File: config.mk
export PLATFORM = sky130hd
export DESIGN_NAME = wb_gpio_ctrl
export DESIGN_NICKNAME = d
export VERILOG_FILES = /design/src/rtl/gpio_ctrl_pkg.sv /design/src/rtl/gpio_debounce.sv /design/src/rtl/wb_gpio_ctrl.sv
export SDC_FILE = /design/constraint.sdc
export NUM_CORES = 1
export LEC_CHECK = 0
export BUFFER_PORTS_ARGS = -buffer_cell sky130_fd_sc_hd__buf_2
export CORE_ASPECT_RATIO = 1.4
export CORE_MARGIN = 10
export CORE_UTILIZATION = 58
export DETAILED_ROUTE_END_ITERATION = 6
export PLACE_DENSITY_LB_ADDON = 0.08
export SYNTH_ARGS = -nofsm -noshare
export SYNTH_HDL_FRONTEND = slang
export SYNTH_SLANG_ARGS = --single-unit
File: constraint.sdc
create_clock -name wb_clk_i -period 3.45 [get_ports wb_clk_i]
set_input_delay 0.345 -clock wb_clk_i [delete_from_list [all_inputs] [get_ports wb_clk_i]]
set_output_delay 0.345 -clock wb_clk_i [all_outputs]
set_load 0.02 [all_outputs]
File: src/rtl/gpio_ctrl_pkg.sv
// gpio_ctrl_pkg: register map, reset-pulse FSM encoding and parameter checks
// shared by the Wishbone GPIO controller and its debounce channels.
package gpio_ctrl_pkg;

    localparam logic [3:0] REG_IN       = 4'd0;
    localparam logic [3:0] REG_OUT      = 4'd1;
    localparam logic [3:0] REG_OE       = 4'd2;
    localparam logic [3:0] REG_SET      = 4'd3;
    localparam logic [3:0] REG_CLR      = 4'd4;
    localparam logic [3:0] REG_RISE_EN  = 4'd5;
    localparam logic [3:0] REG_FALL_EN  = 4'd6;
    localparam logic [3:0] REG_STATUS   = 4'd7;
    localparam logic [3:0] REG_RST_CTRL = 4'd8;
    localparam logic [3:0] REG_DEBOUNCE = 4'd9;

    typedef enum logic {
        RST_IDLE  = 1'b0,
        RST_PULSE = 1'b1
    } rst_state_e;

    function automatic bit cfg_ok(int n_gpio, int sync_stages, int reset_pulse);
        return (n_gpio >= 1) && (n_gpio <= 32) &&
               (sync_stages >= 2) && (sync_stages <= 4) &&
               (reset_pulse >= 1) && (reset_pulse <= 65535);
    endfunction

    function automatic logic [31:0] sel_mask(logic [3:0] sel);
        return {{8{sel[3]}}, {8{sel[2]}}, {8{sel[1]}}, {8{sel[0]}}};
    endfunction

endpackage

File: src/rtl/gpio_debounce.sv
// gpio_debounce: one channel; IN follows the input only after three
// consecutive prescaler ticks sample the same level.
module gpio_debounce
    import gpio_ctrl_pkg::*;
(
    input  logic clk_i,
    input  logic rst_i,
    input  logic tick_i,
    input  logic d_i,
    output logic q_o
);

    logic [2:0] hist_q;
    logic [2:0] hist_d;
    logic       q_q;

    assign hist_d = {hist_q[1:0], d_i};

    always_ff @(posedge clk_i) begin
        if (rst_i) begin
            hist_q <= '0;
            q_q    <= 1'b0;
        end else if (tick_i) begin
            hist_q <= hist_d;
            if ((&hist_d) || (~|hist_d)) begin
                q_q <= d_i;
            end
        end
    end

    assign q_o = q_q;

endmodule

File: src/rtl/wb_gpio_ctrl.sv
// wb_gpio_ctrl: Wishbone GPIO with set/clear, edge capture IRQ and keyed
// reset pulse. Define GPIO_DEBOUNCE_EN to add per-channel input debounce.
module wb_gpio_ctrl
    import gpio_ctrl_pkg::*;
#(
    parameter int unsigned N_GPIO             = 16,
    parameter logic [31:0] OUT_RESET          = 32'h0,
    parameter logic [31:0] OE_RESET           = 32'h0,
    parameter int unsigned SYNC_STAGES        = 2,
    parameter int unsigned RESET_PULSE        = 16,
    parameter logic [15:0] RESET_KEY          = 16'hB007,
    parameter logic [15:0] DEBOUNCE_DIV_RESET = 16'd4799
) (
    input  logic              wb_clk_i,
    input  logic              wb_rst_i,
    input  logic [31:0]       wb_adr_i,
    input  logic [31:0]       wb_dat_i,
    input  logic [3:0]        wb_sel_i,
    input  logic              wb_we_i,
    input  logic              wb_cyc_i,
    input  logic              wb_stb_i,
    output logic [31:0]       wb_dat_o,
    output logic              wb_ack_o,
    input  logic [N_GPIO-1:0] gpio_i,
    output logic [N_GPIO-1:0] gpio_o,
    output logic [N_GPIO-1:0] gpio_oe,
    output logic              irq_o,
    output logic              reset_out
);

    localparam logic [15:0] PULSE_LAST = 16'(RESET_PULSE - 1);

    if (!cfg_ok(N_GPIO, SYNC_STAGES, RESET_PULSE)) begin : g_cfg_err
        $error("wb_gpio_ctrl: parameter out of range");
    end

    logic [N_GPIO-1:0] sync_q [SYNC_STAGES];
    logic [N_GPIO-1:0] in_w, prev_q, edge_ev;
    logic [N_GPIO-1:0] out_q, out_d, oe_q, oe_d;
    logic [N_GPIO-1:0] rise_q, rise_d, fall_q, fall_d;
    logic [N_GPIO-1:0] stat_q, stat_d;
    logic [N_GPIO-1:0] wmask, wdata;
    logic [31:0]       bmask, rdata, dat_q;
    logic [15:0]       div_rd;
    logic [3:0]        idx;
    logic              access, wr, key_wr, div_wr;
    logic              ack_q, irq_q;
    rst_state_e        rst_state_q;
    logic [15:0]       rst_cnt_q;
    logic              rst_out_q;
    logic              unused_bits;

    assign access = wb_cyc_i & wb_stb_i & ~ack_q;
    assign wr     = access & wb_we_i;
    assign idx    = wb_adr_i[5:2];
    assign bmask  = sel_mask(wb_sel_i);
    assign wmask  = bmask[N_GPIO-1:0];
    assign wdata  = wb_dat_i[N_GPIO-1:0] & wmask;
    assign key_wr = wr && (idx == REG_RST_CTRL) &&
                    (wb_dat_i[15:0] == RESET_KEY) && (wb_sel_i[1:0] == 2'b11);
    assign div_wr = wr && (idx == REG_DEBOUNCE);

    assign unused_bits = ^{wb_adr_i[31:6], wb_adr_i[1:0], bmask, wb_dat_i};

    always_ff @(posedge wb_clk_i) begin
        if (wb_rst_i) begin
            for (int i = 0; i < SYNC_STAGES; i++) sync_q[i] <= '0;
            prev_q <= '0;
        end else begin
            sync_q[0] <= gpio_i;
            for (int i = 1; i < SYNC_STAGES; i++) sync_q[i] <= sync_q[i-1];
            prev_q <= in_w;
        end
    end

`ifdef GPIO_DEBOUNCE_EN
    logic [15:0] div_q, presc_q;
    logic        tick;

    assign tick   = (presc_q == div_q);
    assign div_rd = div_q;

    // A divider write restarts the prescaler so the new period starts cleanly
    always_ff @(posedge wb_clk_i) begin
        if (wb_rst_i) begin
            div_q   <= DEBOUNCE_DIV_RESET;
            presc_q <= '0;
        end else if (div_wr) begin
            div_q   <= (div_q & ~bmask[15:0]) | (wb_dat_i[15:0] & bmask[15:0]);
            presc_q <= '0;
        end else begin
            presc_q <= tick ? 16'd0 : presc_q + 16'd1;
        end
    end

    for (genvar g = 0; g < N_GPIO; g++) begin : g_db
        gpio_debounce u_db (
            .clk_i  (wb_clk_i),
            .rst_i  (wb_rst_i),
            .tick_i (tick),
            .d_i    (sync_q[SYNC_STAGES-1][g]),
            .q_o    (in_w[g])
        );
    end
`else
    logic unused_div;

    assign in_w       = sync_q[SYNC_STAGES-1];
    assign div_rd     = '0;
    assign unused_div = div_wr;
`endif

    assign edge_ev = (in_w & ~prev_q & rise_q) | (~in_w & prev_q & fall_q);

    always_comb begin
        out_d  = out_q;
        oe_d   = oe_q;
        rise_d = rise_q;
        fall_d = fall_q;
        stat_d = stat_q;
        if (wr) begin
            case (idx)
                REG_OUT:     out_d  = (out_q & ~wmask) | wdata;
                REG_OE:      oe_d   = (oe_q & ~wmask) | wdata;
                REG_SET:     out_d  = out_q | wdata;
                REG_CLR:     out_d  = out_q & ~wdata;
                REG_RISE_EN: rise_d = (rise_q & ~wmask) | wdata;
                REG_FALL_EN: fall_d = (fall_q & ~wmask) | wdata;
                REG_STATUS:  stat_d = stat_q & ~wdata;
                default:     ;
            endcase
        end
        // A fresh event beats a same-cycle clear so no edge is lost
        stat_d = stat_d | edge_ev;
    end

    always_comb begin
        rdata = '0;
        case (idx)
            REG_IN:       rdata = 32'(in_w);
            REG_OUT:      rdata = 32'(out_q);
            REG_OE:       rdata = 32'(oe_q);
            REG_RISE_EN:  rdata = 32'(rise_q);
            REG_FALL_EN:  rdata = 32'(fall_q);
            REG_STATUS:   rdata = 32'(stat_q);
            REG_RST_CTRL: rdata = {31'd0, rst_out_q};
            REG_DEBOUNCE: rdata = 32'(div_rd);
            default:      rdata = '0;
        endcase
    end

    always_ff @(posedge wb_clk_i) begin
        if (wb_rst_i) begin
            out_q  <= OUT_RESET[N_GPIO-1:0];
            oe_q   <= OE_RESET[N_GPIO-1:0];
            rise_q <= '0;
            fall_q <= '0;
            stat_q <= '0;
            ack_q  <= 1'b0;
            dat_q  <= '0;
            irq_q  <= 1'b0;
        end else begin
            out_q  <= out_d;
            oe_q   <= oe_d;
            rise_q <= rise_d;
            fall_q <= fall_d;
            stat_q <= stat_d;
            ack_q  <= access;
            dat_q  <= (access && !wb_we_i) ? rdata : 32'd0;
            irq_q  <= |stat_q;
        end
    end

    always_ff @(posedge wb_clk_i) begin
        if (wb_rst_i) begin
            rst_state_q <= RST_IDLE;
            rst_cnt_q   <= '0;
            rst_out_q   <= 1'b0;
        end else begin
            case (rst_state_q)
                RST_IDLE: begin
                    if (key_wr) begin
                        rst_state_q <= RST_PULSE;
                        rst_cnt_q   <= PULSE_LAST;
                        rst_out_q   <= 1'b1;
                    end
                end
                RST_PULSE: begin
                    if (rst_cnt_q == 16'd0) begin
                        rst_state_q <= RST_IDLE;
                        rst_out_q   <= 1'b0;
                    end else begin
                        rst_cnt_q <= rst_cnt_q - 16'd1;
                    end
                end
                default: rst_state_q <= RST_IDLE;
            endcase
        end
    end

    assign wb_dat_o  = dat_q;
    assign wb_ack_o  = ack_q;
    assign gpio_o    = out_q;
    assign gpio_oe   = oe_q;
    assign irq_o     = irq_q;
    assign reset_out = rst_out_q;

endmodule
# Word level (Yosys, flattened, before mapping)
# Memories as Yosys holds them, arrays and structs flattened.
# Cells that the tools add are included.
# word_totals
register_bits	148
in_bits	89
out_inout_bits	67
ramBits	32
mem_count	1
# mem_list
memory	depth	width	rd	rd_clocked_by_memory_dff	wr	line_no	source
sync_q	2	16	2	0	2	wb_gpio_ctrl.sv:37	logic [N_GPIO-1:0] sync_q [SYNC_STAGES];
# classes
n_reduce_logical	16
n_bitwise	30
mux	18
addsub	1
n_eq_ne	13
# op_table
op	count
16-bit bitwise AND	11
16-bit bitwise OR	7
16-bit case mux with 7 select lines	1
16-bit 2-to-1 mux	6
16-bit NOT	4
16-bit case mux with 3 select lines	1
16-bit case mux with 2 select lines	1
16-bit equality test (second input constant)	1
4-bit by 3-bit equality test with 1-bit output (second input constant)	4
16-bit logical NOT	1
16-bit OR reduction	1
16-bit by 1-bit subtractor with 16-bit output (second input constant)	1
2-bit AND reduction	6
4-bit by 2-bit equality test with 1-bit output (second input constant)	2
1-bit 2-to-1 mux	7
4-bit by 1-bit equality test with 1-bit output (second input constant)	1
4-bit equality test (second input constant)	1
1-bit logical AND	4
4-bit logical NOT	1
2-bit != test (second input constant)	2
1-bit case mux with 2 select lines	2
1-bit bitwise AND	3
1-bit NOT	3
3-bit nonzero test	1
5 further kinds	6

# Depth between registers and ports, before layout
# Gate-level depths: netlist of run 1.
# logic_depth
depth_word	8
depth_mapped	7
mapped_depth_nobuf	6

# Worst setup path before layout of run 1
# OpenSTA, ideal clock, no wires.
# synth_path
kind	register to register
from	reg rst_cnt_q[4]
to	reg rst_cnt_q[14]
setup_slack_ns	1.336
required_time_ns	3.380
path_buffers	1
arrival_ns	2.043
stages_incl_launch_ff	6
synth_period_minus_slack_ns	2.114
path_cell_list	dfxtp_1 -> or4_1 -> buf_2 -> or4_4 -> or4_1 -> a21oi_1
# synth_via
elab_chain_len	3
word_cells_on_any_way	6
classes_between	add/sub (1); eq/ne (1); mux (2); reduce/logical (2)
# synth_lines
item	line_no	source
from (decl)	wb_gpio_ctrl.sv:49	logic [15:0] rst_cnt_q;
from (signal assigned)	wb_gpio_ctrl.sv:193	rst_cnt_q <= rst_cnt_q - 16'd1;
16-bit by 1-bit subtractor with 16-bit output / 16-bit logical NOT (equally long branches)	wb_gpio_ctrl.sv:193, wb_gpio_ctrl.sv:189	
16-bit 2-to-1 mux / 2-bit != test (equally long branches)	-	
16-bit case mux with 2 select lines / 2-bit AND reduction (equally long branches)	-	
# Parallel ways exist; a longest one is shown, timed or not. The select of a mux whose other input is x is not followed.
# A chain may end at the register's enable or synchronous reset.

# Worst setup path after layout of run 1
# Ends and elaborated chain as after synthesis.

==> run_results.csv, run 1 <==
group,metric,value,unit
outcome,status,"finished clean",
worst_setup_path,path_class,"register to register",
worst_hold_path,hp-class,"input port to register",
worst_setup_path,crit_start,"rst_cnt_q[4]",
cells_and_area,stdcell_count,914,
logic_synthesis,netlist.area_leader.share,0.495,
power,clock_power_share,0.478,
worst_setup_path,crit_path_frequent_cell,"or4_1",
power,power.density,522,mW/mm^2
cts,cts_resized,0,
worst_hold_path,hold_depth,2,
worst_setup_path,worst-path-max-fanout,8,
floorplan,rows,46,
cts,clk_path_buf_depth,2,
cells_and_area,insertedDiodeCount,0,
cts,cts.sinks,164,
worst_setup_path,slowest_delay,0.67,ns
logic_synthesis,async_flop_share,0,
power,total_leakage_power,0.00333,uW
floorplan,core_area,0.0113,mm^2
worst_setup_path,slowest_stage,"or4_1",
logic_synthesis,synth_area,0.00663,mm^2
worst_setup_path,endpoint_kind,"register",
sta,hold_violations,0,
worst_hold_path,hold_start,"gpio_i[0]",
global_route,grt_pass1_wl,28500,um
logic_synthesis,ys_types,57,
worst_setup_path,critical_path_required,3.80,ns
logic_synthesis,yosys.area_share.simple,0.196,
logic_synthesis,synth.most_common_cell,"dfxtp_1",
cells_and_area,drive_above_1_share,0.192,
cells_and_area,final_nets,847,
power,p_sw,895,uW
logic_synthesis,synth_edf_count,0,
cells_and_area,final_util,0.689,
routing,wl_per_cell,19.8,um
routing,drc,0,
cts,cts_hold_buf,0,
sta,fin_skew,0.00864,ns
floorplan,die-width,110,um
floorplan,start_util,0.588,
global_route,grt_usage,0.221,
cts,cts_max_level,4,
logic_synthesis,synth_compound_area_frac,0.176,
floorplan,io_pins,156,
sta,relSlewSlack,0.381,
worst_setup_path,timing.critical_path.arrival,2.63,ns
logic_synthesis,synth.area.top_cells,"dfxtp_1 (50%), mux2i_1 (7.2%), nor2b_1 (4.6%), nand3b_1 (3.7%), nor2_1 (3.2%)",
global_route,grt_max_degree,70,
routing,vias,5565,
cts,cts_tree,"built",
logic_synthesis,synth_flop_cell,"dfxtp_1",
sta,grt_setup_unrepaired,"false",
floorplan,die_area,0.0162,mm^2
routing,ant_nets,0,
placed_design,gp_congestion,0.902,
logic_synthesis,synth_top_family_by_area,"simple AND/OR/NAND/NOR gates",
power,p_comb_frac,0.046,
logic_synthesis,synth_adder_area_share,0.00189,
sta,fin_crit_sh,0.660,
cts,clk_latency,0.42,ns
sta,slew_viol_final,0,
cts,cts-root-buf,"clkbuf_16",
sta,setup_tns,0,ns
sta,worst_slew_pin_slew,0.921,ns
logic_synthesis,synthMuxAreaShare,0.0742,
power,swShare,0.221,
global_route,gr-total-overflow,0,
placed_design,io_buffers,93,
power,cell_internal_pwr,3160,uW
routing,vias_per_cell,6.09,
worst_setup_path,cp_cell_sequence,"or4_1, or4_4, or4_1, a21oi_1",
logic_synthesis,yosys_warnings,0,
worst_setup_path,startpoint_type,"register",
placed_design,placed_cell_area,0.00717,mm^2
logic_synthesis,syn_avg_cell_area,9.85,um^2
logic_synthesis,synth_area_leader_cell,"dfxtp_1",
logic_synthesis,synth_seq_cells,164,
logic_synthesis,synthXorXnorAreaFrac,0.00396,
floorplan,fp.dieH,147,um
worst_setup_path,r2r_cells,4,
worst_setup_path,regToRegStartpoint,"rst_cnt_q[4]",
cts,path_clk_slew,0.06,ns
placed_design,dp.cells,882,
global_route,antenna_found_initial,0,
sta,setup_viol,0,
logic_synthesis,syn_inst,673,
cells_and_area,stdcell_area,0.00778,mm^2
routing,drtPass1Iterations,5,
sta,fmax,439,MHz
routing,drtIter0Drc,517,
sta,whs,0.134,ns
power,max-vdd-ir-drop,0.353,mV
cells_and_area,area_growth,17.3,%
logic_synthesis,yosys-top-cells-count,"dfxtp_1 (164), nor2_1 (57), nor2b_1 (49)",
flow_run,maxCapViolCount,0,
power,seqPwrFrac,0.476,
cts,post_cts_buffers,0,
logic_synthesis,yosysSeqAreaShare,0.495,
global_route,first_global_vias,5463,
cts,cts_buffers,17,
sta,fin_crit,2.28,ns
routing,routed_wl,18100,um
placed_design,dpl.hpwl,12600,um
[routing by layer]
| layer | share of wire | track usage |
|---|---|---|
| met2 | 0.50 | 0.369 |
| met1 | 0.39 | 0.262 |
| met3 | 0.083 | 0.0559 |
| met5 | 0 | 0 |
| met4 | 0.030 | 0.0831 |
[cell type report]
cell class | count | area, um^2
well taps | 144 | 180
flip-flops and latches | 164 | 3280
multi-input cells | 448 | 3070
clock buffers | 22 | 464
fillers | 929 | 3500
clock inverters | 10 | 146
repair buffers | 104 | 551
inverters | 22 | 82.6
[power groups by stage]
stage               Combinational [uW]  Clock (uW)  Sequential (uW)
floorplan                          119           0             1970
global placement                   177           0             1970
detailed placement                 181           0             1970
CTS                                182        1960             1930
global route                       200        2040             1930
finish                             185        1940             1930
[cells in the final DEF, fill, tap and decap left out, drive strengths merged, types with 3 or more instances in the layout]
master	count
clkinv	5
a32o	16
and4b	3
or4b	3
o21ai	37
a22o	15
dfxtp	164
nor4b	3
o31ai	5
nor4bb	4
conb	16
inv	23
nor4	9
a222oi	16
or4	8
nor2	57
buf	104
nand3b	33
nand2	8
a22oi	15
nor2b	49
a31oi	20
nand3	8
bufinv	3
mux2i	48
a2111oi	3
a21oi	30
nand4	4
nand4b	3
clkbuf	22
or3	10
[critical path: cells and delay by family, from the launching register on]
family	cells	cell delay, ns
simple gates	3	1.69
flops	1	0.37
compound gates	1	0.15
[cells by family (layout without fill, tap and decap cells)]
| group | after synthesis | in the layout |
|---|---|---|
| AO/OA/AOI/OAI | 165 | 165 |
| XOR/XNOR | 3 | 3 |
| adder cells (fa/ha/maj) | 1 | 1 |
| buffers and inverters | 76 | 158 |
| flip-flops | 164 | 164 |
| multiplexers | 49 | 49 |
| other | 1 | 16 |
| AND/OR/NAND/NOR | 214 | 214 |
[final timing paths]
check	end	slack, ns
setup / recovery	rst_cnt_q[14]	1.17
hold / removal	sync_q[0][0]	0.13
setup reg to reg	rst_cnt_q[14]	1.17
hold reg to reg	sync_q[0][27]	0.44
[stage by stage]
stage / worst slack, ns / total power (uW)
finish: 1.17 / 4060
global route: 1.10 / 4170
CTS: 1.18 / 4070
detailed placement: 0.867 / 2150
global placement: 1.01 / 2150
floorplan: 1.34 / 2090
Note: power is estimated with default switching activity, not from simulation.
==> inputs of run 2 (changes only) <==
--- a/config.mk
+++ b/config.mk
@@ -8,7 +8,7 @@
 export BUFFER_PORTS_ARGS = -buffer_cell sky130_fd_sc_hd__buf_2
 export CORE_ASPECT_RATIO = 1.4
 export CORE_MARGIN = 10
-export CORE_UTILIZATION = 58
+export CORE_UTILIZATION = 53
 export DETAILED_ROUTE_END_ITERATION = 6
 export PLACE_DENSITY_LB_ADDON = 0.08
 export SYNTH_ARGS = -nofsm -noshare
==> constraint.sdc (replaced) <==
create_clock -name wb_clk_i -period 2.1 [get_ports wb_clk_i]
set_input_delay 0.21 -clock wb_clk_i [delete_from_list [all_inputs] [get_ports wb_clk_i]]
set_output_delay 0.21 -clock wb_clk_i [all_outputs]
set_load 0.02 [all_outputs]
==> run 2 against run 1 <==
Effect of this change: die area rose by 7.9%; sequential share of layout area is 2.2 points lower; utilization decreased by 2.3 points.
==> run_results.csv, run 2 (synthesis gave the netlist of run 1 again) <==
group,metric,value,unit
cells_and_area,drive_above_1_share,0.228,
outcome,status,"finished clean",
sta,setup_tns,0,ns
cts,clk_path_buf_depth,2,
sta,fin_crit,2.03,ns
sta,fmax,492,MHz
cells_and_area,insertedDiodeCount,0,
routing,ant_nets,0,
sta,fin_crit_sh,0.969,
floorplan,io_pins,156,
worst_setup_path,startpoint_type,"register",
cts,cts_buffers,17,
cells_and_area,final_nets,891,
sta,whs,0.00560,ns
worst_setup_path,endpoint_kind,"register",
sta,slew_viol_final,0,
routing,vias_per_cell,5.92,
global_route,first_global_vias,5632,
worst_setup_path,timing.critical_path.arrival,2.40,ns
worst_setup_path,crit_path_frequent_cell,"or4_4",
routing,routed_wl,18600,um
floorplan,die_area,0.0174,mm^2
sta,worst_slew_pin_slew,0.946,ns
sta,fin_skew,0.0102,ns
global_route,grt_usage,0.211,
global_route,gr-total-overflow,0,
floorplan,start_util,0.539,
routing,drc,0,
cts,clk_latency,0.42,ns
placed_design,io_buffers,93,
worst_setup_path,critical_path_required,2.46,ns
cts,post_cts_buffers,0,
cts,cts_tree,"built",
floorplan,die-width,115,um
placed_design,dpl.hpwl,13200,um
cts,cts-root-buf,"clkbuf_16",
sta,setup_viol,0,
floorplan,core_area,0.0123,mm^2
worst_setup_path,cp_cell_sequence,"or4_4, or4_4, or4_4, a21oi_2",
cts,cts_max_level,4,
routing,drtIter0Drc,412,
cells_and_area,area_growth,23.8,%
worst_setup_path,worst-path-max-fanout,4,
worst_hold_path,hp-class,"input port to register",
cts,cts.sinks,164,
flow_run,maxCapViolCount,0,
worst_setup_path,path_class,"register to register",
worst_setup_path,slowest_stage,"or4_4",
sta,grt_setup_unrepaired,"false",
floorplan,rows,48,
cells_and_area,layout_commonest_cell,"dfxtp_1",
cts,path_clk_slew,0.07,ns
power,power.density,836,mW/mm^2
power,total_leakage_power,0.00357,uW
global_route,antenna_found_initial,0,
global_route,grt_max_degree,104,
sta,hold_violations,0,
placed_design,gp_congestion,0.843,
routing,vias,5700,
floorplan,fp.dieH,152,um
routing,drtPass1Iterations,5,
sta,relSlewSlack,0.367,
worst_setup_path,slowest_delay,0.56,ns
global_route,grt_pass1_wl,29800,um
cells_and_area,final_cell_mix,"dfxtp_1 (164), buf_2 (92), nor2_1 (57)",
routing,wl_per_cell,19.3,um
power,max-vdd-ir-drop,0.542,mV
-- run 2: changes by cell type in the layout (fill, tap and decap cells not counted), sizes merged --
cell / before / now
clkbuf: 22 / 17
inv: 23 / 30
dlygate4sd3: 0 / 14
clkinvlp: 1 / 0
bufinv: 3 / 4
clkinv: 5 / 2
buf: 104 / 134
-- run 2: layout make-up --
cell class	count	area (um^2)
multi-input combinational	448	3090
timing repair buffer	148	928
tap	150	188
inverter	22	82.6
sequential	164	3280
clock inverter	14	209
fill	1025	4110
clock buffer	17	425
-- run 2: where the power goes --
group	switching (uW)	internal [uW]	leakage [uW]	total [uW]
clock	1320	2030	0.000314	3350
sequential	22.9	3150	0.00133	3170
combinational	214	125	0.00192	339
total	1560	5300	0.00357	6860
-- run 2: metal layers --
metal,routed length (um),GRT usage,vias up
met5,0,0,-
met4,586,0.0963,0
met3,1170,0.0418,42
met2,9330,0.348,197
met1,7480,0.254,2734
li1,-,-,2727
-- run 2: final timing paths --
check / start / cells after the start / to / slack, ns
min reg2reg: sync_q[0][4] / 1 / sync_q[0][20] / 0.44
max: rst_cnt_q[7] / 4 / rst_cnt_q[14] / 0.07
max reg2reg: rst_cnt_q[7] / 4 / rst_cnt_q[14] / 0.07
min: gpio_i[5] / 2 / sync_q[0][5] / 0.006
-- run 2: repair_timing --
item,4_1_cts,5_1_grt
hold endpoints to repair,14,0
hold buffers,14,0
endpoints found under the setup margin,1,3
pin swaps,0,1
resized for setup,1,5
-- run 2: worst max-delay path: cells and delay by family (launching register included) --
family	cells	cell delay, ns
compound gates	1	0.12
flops	1	0.32
simple gates	3	1.54
-- run 2: through the flow --
step	setup WS [ns]	utilization	cells	total power (uW)	instance area, um^2
after floorplan	0.00249	-	688	3430	6690
after global placement	0.0272	0.602	918	3550	7410
after detailed placement	0.00834	0.602	918	3560	7410
after CTS	0.0258	0.665	963	6910	8190
after global routing	0.00226	0.666	963	7080	8210
final	0.0660	0.666	963	6860	8210
==> inputs of run 3 (changes only) <==
--- a/config.mk
+++ b/config.mk
@@ -9,7 +9,9 @@
 export CORE_ASPECT_RATIO = 1.4
 export CORE_MARGIN = 10
 export CORE_UTILIZATION = 53
+export CTS_BUF_LIST = sky130_fd_sc_hd__clkbuf_16
 export DETAILED_ROUTE_END_ITERATION = 6
+export HOLD_SLACK_MARGIN = 0.02
 export PLACE_DENSITY_LB_ADDON = 0.08
 export SYNTH_ARGS = -nofsm -noshare
 export SYNTH_HDL_FRONTEND = slang
==> run 3 against run 2 <==
Effect of this change: clock skew grew 0.00082 ns; sequential share of layout area shrank 0.097 points; clock power is essentially flat; first-iteration DRC count shrank 1.9%; setup slack lost 0.0086 ns; flip-flop and latch count is the same; wire length is essentially flat.
==> run_results.csv, run 3 (synthesis gave the netlist of run 1 again) <==
group,metric,value,unit
outcome,status,"finished clean",
worst_setup_path,cp.depth,4,
floorplan,start_util,0.539,
cts,clk_path_buf_depth,2,
global_route,grt_usage,0.211,
global_route,antenna_found_initial,0,
cells_and_area,multi_input_area,0.00309,mm^2
cts,post_cts_buffers,0,
worst_setup_path,path_class,"register to register",
cells_and_area,area_growth,24.1,%
placed_design,placed_cell_area,0.00741,mm^2
worst_setup_path,slowest_stage,"or4_4",
cts,cts_tree,"built",
power,power.density,835,mW/mm^2
worst_setup_path,startpoint_type,"register",
sta,fmax,490,MHz
floorplan,io_pins,156,
cells_and_area,stdcell_count,965,
worst_setup_path,crit_path_frequent_cell,"or4_4",
routing,ant_nets,0,
worst_setup_path,cp.buffers_inverters,0,
worst_setup_path,crit_start,"rst_cnt_q[7]",
cts,clk_latency,0.42,ns
placed_design,dp.cells,918,
routing,drtPass1Iterations,6,
cts,cts.sinks,164,
routing,highest_layer,"met4",
placed_design,io_buffers,93,
sta,fin_crit,2.04,ns
cts,cts_max_level,4,
power,total_leakage_power,0.00357,uW
flow_run,maxCapViolCount,0,
routing,wl_met1,7470,um
placed_design,dpl.hpwl,13200,um
routing,vias_per_cell,5.89,
routing,routed-wl-met3,1200,um
floorplan,fp.dieH,152,um
global_route,first_global_vias,5630,
worst_setup_path,r2r_slack,0.06,ns
cts,cts_buffers,17,
worst_setup_path,cp_cell_sequence,"or4_4, or4_4, or4_4, a21oi_2",
routing,wl_met2,9350,um
floorplan,core_area,0.0123,mm^2
cts,path_clk_slew,0.07,ns
cells_and_area,num-fill-cells,1023,
worst_setup_path,regToRegStartpoint,"rst_cnt_q[7]",
floorplan,die_area,0.0174,mm^2
worst_setup_path,reg2reg_to,"rst_cnt_q[14]",
worst_setup_path,cp-endpoint,"rst_cnt_q[14]",
sta,hold_violations,0,
worst_setup_path,critical_path_required,2.47,ns
global_route,grt_max_degree,104,
routing,routed_wl,18600,um
sta,grt_setup_unrepaired,"false",
cells_and_area,final_cell_mix,"dfxtp_1 (164), buf_2 (92), nor2_1 (57)",
cells_and_area,final_nets,893,
worst_setup_path,crit_family,"simple AND/OR/NAND/NOR gates",
cells_and_area,final_util,0.668,
worst_setup_path,r2r_cells,4,
floorplan,rows,48,
worst_hold_path,hp-class,"input port to register",
placed_design,gp_congestion,0.843,
power,max-vdd-ir-drop,0.542,mV
sta,setup_tns,0,ns
worst_setup_path,worst-path-max-fanout,4,
cells_and_area,seq_area,0.00328,mm^2
sta,setup_viol,0,
cells_and_area,layout_commonest_cell,"dfxtp_1",
sta,relSlewSlack,0.359,
sta,fin_skew,0.0110,ns
routing,wl_per_cell,19.3,um
worst_setup_path,slowest_delay,0.56,ns
worst_setup_path,endpoint_kind,"register",
cts,cts-root-buf,"clkbuf_16",
floorplan,die-width,115,um
cells_and_area,drive_above_1_share,0.227,
sta,fin_crit_sh,0.973,
global_route,gr-total-overflow,0,
worst_setup_path,timing.critical_path.arrival,2.41,ns
cells_and_area,insertedDiodeCount,0,
routing,drtIter0Drc,404,
cells_and_area,stdcell_area,0.00823,mm^2
global_route,grt_pass1_wl,29800,um
routing,drc,0,
sta,worst_slew_pin_slew,0.958,ns
sta,whs,0.0891,ns
routing,vias,5687,
sta,slew_viol_final,0,
run 3: cell count changes in the layout (fill, tap and decap cells not counted):
| cell | before | now |
|---|---|---|
| dlygate4sd3_1 | 14 | 16 |
run 3: through the flow:
stage	setup WS [ns]	power [uW]
after floorplan	0.00249	3430
after global placement	0.0272	3550
after detailed placement	0.00834	3560
after CTS	0.0258	6910
after global routing	0.00226	7080
final	0.0574	6870
run 3: routing by layer:
metal,vias up,global-route usage
li1,2731,-
met1,2698,0.254
met2,218,0.349
met3,40,0.0418
met4,0,0.0963
met5,-,0
run 3: report_power, final:
group	internal [uW]	switching, uW
clock	2030	1330
combinational	128	214
sequential	3150	22.9
total	5300	1560
run 3: worst min path at each step:
stage / startpoint / depth (start not counted) / to / slack [ns]
after floorplan: wb_rst_i / 1 / wb_ack_o / 0.30
after global placement: sync_q[0][7] / 1 / sync_q[0][23] / 0.42
after detailed placement: sync_q[0][4] / 1 / sync_q[0][20] / 0.42
after CTS: wb_cyc_i / 2 / wb_ack_o / 0.07
after global routing: wb_cyc_i / 2 / wb_ack_o / 0.1
final: wb_cyc_i / 2 / wb_ack_o / 0.09
run 3: timing repair:
item,in CTS,in global routing
pin swaps,0,1
endpoints found under the setup margin,1,3
resized for setup,1,5
endpoints found under the hold margin,16,0
hold buffers,16,0
run 3: cell type report:
type / count / share of cell area
clock inverter: 14 / 0.0254
sequential: 164 / 0.399
timing repair buffer: 150 / 0.115
tap: 150 / 0.0228
multi-input combinational: 448 / 0.376
inverter: 22 / 0.0100
clock buffer: 17 / 0.0517
